### src/rtl/branch_predictor_bht.sv
// Branch history table: per-branch saturating counters indexed by low PC bits.
// Combinational lookup with same-index bypass, trained from ID, with stats.
module branch_predictor_bht #(
    parameter int ADDR_W   = 32,
    parameter int IDX_W    = 6,
    parameter int CNT_W    = 2,
    parameter int INIT_CNT = 1,
    parameter int STAT_W   = 16
) (
    input  logic              clk_i,
    input  logic              rst_i,
    input  logic [ADDR_W-1:0] lookup_pc_i,
    input  logic              lookup_is_branch_i,
    output logic              predict_taken_o,
    input  logic              update_valid_i,
    input  logic [ADDR_W-1:0] update_pc_i,
    input  logic              update_taken_i,
    input  logic              update_predicted_i,
    output logic              mispredict_o,
    input  logic              clear_i,
    output logic              busy_o,
    output logic [STAT_W-1:0] branch_cnt_o,
    output logic [STAT_W-1:0] mispredict_cnt_o
);

    localparam int DEPTH = 1 << IDX_W;
    localparam logic [CNT_W-1:0] CNT_MAX  = '1;
    localparam logic [CNT_W-1:0] CNT_ZERO = '0;
    localparam logic [CNT_W-1:0] INIT_VAL = CNT_W'(INIT_CNT);
    localparam logic [IDX_W-1:0] IDX_LAST = IDX_W'(DEPTH - 1);
    localparam logic [STAT_W-1:0] STAT_MAX = '1;

    typedef enum logic {
        ST_INIT,
        ST_READY
    } state_e;

    state_e            state_q, state_d;
    logic [IDX_W-1:0]  idx_q, idx_d;
    logic              busy_q, busy_d;
    logic [STAT_W-1:0] branch_cnt_q, branch_cnt_d;
    logic [STAT_W-1:0] misp_cnt_q, misp_cnt_d;

    logic [CNT_W-1:0]  table_q [DEPTH];

    logic              ready;
    logic [IDX_W-1:0]  lookup_idx;
    logic [IDX_W-1:0]  upd_idx;
    logic              upd_en;
    logic              misp;
    logic [CNT_W-1:0]  upd_old;
    logic [CNT_W-1:0]  upd_new;
    logic [CNT_W-1:0]  lookup_cnt;

    logic              tbl_we;
    logic [IDX_W-1:0]  tbl_waddr;
    logic [CNT_W-1:0]  tbl_wdata;

    // Upper PC bits are not part of the index: no tags, aliasing accepted.
    logic unused_pc_bits;
    assign unused_pc_bits = ^{lookup_pc_i[ADDR_W-1:IDX_W],
                              update_pc_i[ADDR_W-1:IDX_W]};

    function automatic logic [CNT_W-1:0] sat_step(
        input logic [CNT_W-1:0] cnt,
        input logic             up
    );
        logic [CNT_W-1:0] res;
        res = cnt;
        if (up) begin
            if (cnt != CNT_MAX) res = cnt + 1'b1;
        end else begin
            if (cnt != CNT_ZERO) res = cnt - 1'b1;
        end
        return res;
    endfunction

    // Lookup path: table read, same-index bypass of the pending update.
    always_comb begin
        ready      = (state_q == ST_READY);
        lookup_idx = lookup_pc_i[IDX_W-1:0];
        upd_idx    = update_pc_i[IDX_W-1:0];
        // A clear in the same cycle discards the update entirely.
        upd_en     = ready & update_valid_i & ~clear_i;
        misp       = update_valid_i & (update_taken_i != update_predicted_i);
        upd_old    = table_q[upd_idx];
        upd_new    = sat_step(upd_old, update_taken_i);
        lookup_cnt = table_q[lookup_idx];
        if (upd_en && (upd_idx == lookup_idx)) begin
            lookup_cnt = upd_new;
        end
    end

    assign predict_taken_o  = lookup_is_branch_i & ready & lookup_cnt[CNT_W-1];
    assign mispredict_o     = misp;
    assign busy_o           = busy_q;
    assign branch_cnt_o     = branch_cnt_q;
    assign mispredict_cnt_o = misp_cnt_q;

    // Table write port: init sweep in INIT, training in READY.
    always_comb begin
        tbl_we    = 1'b0;
        tbl_waddr = idx_q;
        tbl_wdata = INIT_VAL;
        if (state_q == ST_INIT) begin
            tbl_we    = ~clear_i;
            tbl_waddr = idx_q;
            tbl_wdata = INIT_VAL;
        end else if (upd_en) begin
            tbl_we    = 1'b1;
            tbl_waddr = upd_idx;
            tbl_wdata = upd_new;
        end
    end

    // Next-state logic for the sweep FSM and the statistics counters.
    always_comb begin
        state_d      = state_q;
        idx_d        = idx_q;
        branch_cnt_d = branch_cnt_q;
        misp_cnt_d   = misp_cnt_q;
        unique case (state_q)
            ST_INIT: begin
                if (clear_i) begin
                    idx_d        = '0;
                    branch_cnt_d = '0;
                    misp_cnt_d   = '0;
                end else begin
                    idx_d = idx_q + 1'b1;
                    if (idx_q == IDX_LAST) begin
                        state_d = ST_READY;
                    end
                end
            end
            ST_READY: begin
                if (clear_i) begin
                    state_d      = ST_INIT;
                    idx_d        = '0;
                    branch_cnt_d = '0;
                    misp_cnt_d   = '0;
                end else if (update_valid_i) begin
                    if (branch_cnt_q != STAT_MAX) begin
                        branch_cnt_d = branch_cnt_q + 1'b1;
                    end
                    if (misp && (misp_cnt_q != STAT_MAX)) begin
                        misp_cnt_d = misp_cnt_q + 1'b1;
                    end
                end
            end
            default: begin
                state_d = ST_INIT;
                idx_d   = '0;
            end
        endcase
        busy_d = (state_d == ST_INIT);
    end

    // Control and statistics registers.
    always_ff @(posedge clk_i or posedge rst_i) begin
        if (rst_i) begin
            state_q      <= ST_INIT;
            idx_q        <= '0;
            busy_q       <= 1'b1;
            branch_cnt_q <= '0;
            misp_cnt_q   <= '0;
        end else begin
            state_q      <= state_d;
            idx_q        <= idx_d;
            busy_q       <= busy_d;
            branch_cnt_q <= branch_cnt_d;
            misp_cnt_q   <= misp_cnt_d;
        end
    end

    // Counter storage; no reset because the init sweep defines every entry.
    always_ff @(posedge clk_i) begin
        if (tbl_we) begin
            table_q[tbl_waddr] <= tbl_wdata;
        end
    end

endmodule

### config.mk
export PLATFORM = sky130hd
export DESIGN_NAME = branch_predictor_bht
export DESIGN_NICKNAME = d
export VERILOG_FILES = /design/src/rtl/branch_predictor_bht.sv
export SDC_FILE = /design/constraint.sdc
export NUM_CORES = 1
export LEC_CHECK = 0
export CAP_MARGIN = 30
export CORE_MARGIN = 5
export CORE_UTILIZATION = 60
export DETAILED_ROUTE_END_ITERATION = 8
export GPL_ROUTABILITY_DRIVEN = 0
export PLACE_DENSITY = 0.86
export RECOVER_POWER = 25
export SETUP_SLACK_MARGIN = 0.15
export SYNTH_ARGS = -nofsm -noshare
export SYNTH_HDL_FRONTEND = slang
export SYNTH_SLANG_ARGS = --single-unit
### constraint.sdc
create_clock -name clk_i -period 8.1 [get_ports clk_i]
set_input_delay 2.43 -clock clk_i [delete_from_list [all_inputs] [get_ports clk_i]]
set_output_delay 2.43 -clock clk_i [all_outputs]
set_load 0.05 [all_outputs]
==> impl_metrics.toml <==
[yosys]
post-synth-top-area-cell = "edfxtp_1"
avgSynthCellArea_um2 = 14.3
ys_seq_area_share_pct = 59.1
synth_area_um2 = 8200
synthArstFlopShare_pct = 23.8
syn_inst = 574
synth_edf_count = 128
ys_warn_count = 0
synth.top_cell.area_share_pct = 46.9
synth_seq_cells = 168
ys_types = 50
synthFlopType = "edfxtp_1"
syn-num-nets = 648
yosys-top-cells-area = "edfxtp_1 47%, dfrtp_1 12%, mux4_2 10%"

[sta]
grt_setup_unrepaired = "no"
tns_ns = 0
finalCritPeriodShare_pct = 94.3
period_needed_ns = 7.64
hold_viol_final = 0
worst_hold_slack_ns = 0.568
layout_setup_ws_ns = 0.460
final_max_slew_viol_count = 96
fmax_ghz = 0.131
slew_headroom_pct = -42.8
setup_viol = 0
worst_pin_slew_ns = 2.14
fin_worst_skew_ns = 0.00961

[finish]
area_growth_syn_to_layout_pct = 15.3
post-route-util_pct = 70.9
antennaDiodeCount = 0
fin_nets = 702
final_common_cell = "edfxtp_1"
final_cell_mix = "128 x edfxtp_1, 107 x nor2_1, 39 x dfrtp_1"
fin_area_um2 = 9460
drive_above_1_share_pct = 14.4

[grt]
grt_usage_pct = 25.0
antenna_found_initial = 0
grt.overflow.total = 0
grt_max_degree = 55
grt_pass1_vias = 5467
grt_pass1_wl_mm = 30.5

[clock_tree]
clkTransAtPathRegs_ns = 0.07
cts_sinks = 168
clock_path_buffers = 2
cts-buffers-inserted = 17
tritoncts = "done"
cts-htree-levels = 4
clkLatencyLatePin_ns = 0.43
cts_setup_buffers = 0
ctsHoldBuffers = 0
cts-root-buf = "clkbuf_16"

[setup_path]
crit_path_max_incr_delay_ns = 0.45
start_kind = "input pin"
worst-path-max-fanout = 16
cp_slowest_cell = "clkdlybuf4s50_1"
cpLargestDelayFamily = "buffers and inverters"
worstPathRequired_ns = 5.67
cp.depth = 10
crit_top_cell = "buf_4"
ff2ff_path_depth = 8
end_kind = "output pin"
critPathKind = "in2out"
worstPathArrival_ns = 5.21
path_cells = "clkdlybuf4s50_1 > buf_4 > buf_4 > mux4_1 > o311ai_0 > a211o_1 > nand4_1 > maj3_2 > o2111a_1 > buf_4"
path_buf_inv = 4

[min_path]
hold_depth = 2
hold_class = "reg2reg"

[floorplan]
coreArea_um2 = 13300
num_io_pins = 106
initial_utilization_pct = 61.5
die_area_um2 = 16100
fp-row-count = 42
die_x_um = 127
die_h_um = 127

[job]
drv_cap = 2

[route]
vias_per_cell = 6.70
wl_per_cell_um = 23.8
drt_iter0_drc = 889
ant_nets = 0
wl_mm = 19.4
vias = 5473
first_pass_iters = 5
drc = 0

[power_and_ir_drop]
powerDensity_nw_per_um2 = 192
p_leak_uw = 0.00366
ir_drop_v = 0.000211

[outcome]
status = "finished, violations left"
violations = "capacitance limit, slew limit"

[placement]
pre_cts_slack_ns = 0.308
port-buffer-count = 53
placed_area_um2 = 8860
dp_hpwl_mm = 12.7
[logic make-up (layout without fill, tap and decap cells)]
kind of cell	Yosys count	after routing	share of synthesized area [%]
compound gates	43	43	3.54
xor+xnor	39	39	4.16
fa+ha+maj	4	4	0.595
buf+inv	39	106	2.87
flops	168	168	59.1
mux	71	71	18.0
simple gates	210	210	11.7
[synthesized netlist by cell type (10+ instances only)]
cell type  instances
o21ai_0           10
and3_1            10
nand2_1           33
mux4_2            38
nand4_1           12
dfrtp_1           39
clkbuf_1          17
nor2_1           107
mux2i_1           15
edfxtp_1         128
mux4_1            18
xor2_1            34
nand3_1           13
[worst register-to-register path, stage by stage, from the launching register on]
cell	delay, ns
edfxtp_1	0.37
mux4_1	0.52
mux4_1	0.56
nand2_1	0.11
nand4_1	0.13
maj3_2	0.34
and2_1	0.20
clkbuf_16	0.20
buf_4	0.27
[final timing paths]
kind                                           start                   end  slack [ns]
worst max-delay path                  update_pc_i[1]       predict_taken_o        0.46
worst min-delay path            mispredict_cnt_o[10]  mispredict_cnt_o[10]        0.57
min in group asynchronous                      rst_i      branch_cnt_o[10]        3.21
worst min register to register  mispredict_cnt_o[10]  mispredict_cnt_o[10]        0.57
worst max register to register         table_q[6][0]        table_q[37][1]        5.12
max in group asynchronous                      rst_i              idx_q[3]        3.68
[power by group]
part / switching (uW) / total (uW) / internal [uW]
logic: 57.3 / 97.4 / 40.1
registers: 3.27 / 923 / 920
clock network: 342 / 796 / 454
total: 402 / 1820 / 1410
[final cells by class]
| cell class | instances | area (um^2) |
|---|---|---|
| Clock buffer | 17 | 425 |
| Clock inverter | 15 | 154 |
| Fill cell | 809 | 3890 |
| Inverter | 5 | 18.8 |
| Multi-Input combinational cell | 367 | 3130 |
| Sequential cell | 168 | 4850 |
| Tap cell | 176 | 220 |
| Timing Repair Buffer | 69 | 662 |
[repair_timing]
item                                    CTS  global route
resized for setup                         0             1
endpoints found under the setup margin    0             1
endpoints found under the hold margin     0             0
[per-stage QoR]
step           total power (uW)  cells
6_report                   1820    817
5_1_grt                    1880    817
4_1_cts                    1820    816
3_5_place_dp               1040    784
3_3_place_gp               1030    782
2_1_floorplan              1010    574
[metal layers]
layer	GRT usage [%]	part of all wire (%)	routed length (um)
met1	33.0	37	7280
met2	38.9	48	9360
met3	6.89	9.9	1920
met4	11.8	4.4	857
met5	0	0	0
[state kept, by name (all words and copies together), names as in the netlist]
name and cells:
branch_cnt_o 16, busy_o 1, idx_q 6, mispredict_cnt_o 16
ready 1, table_q 128
(Power assumes the default switching activity.)
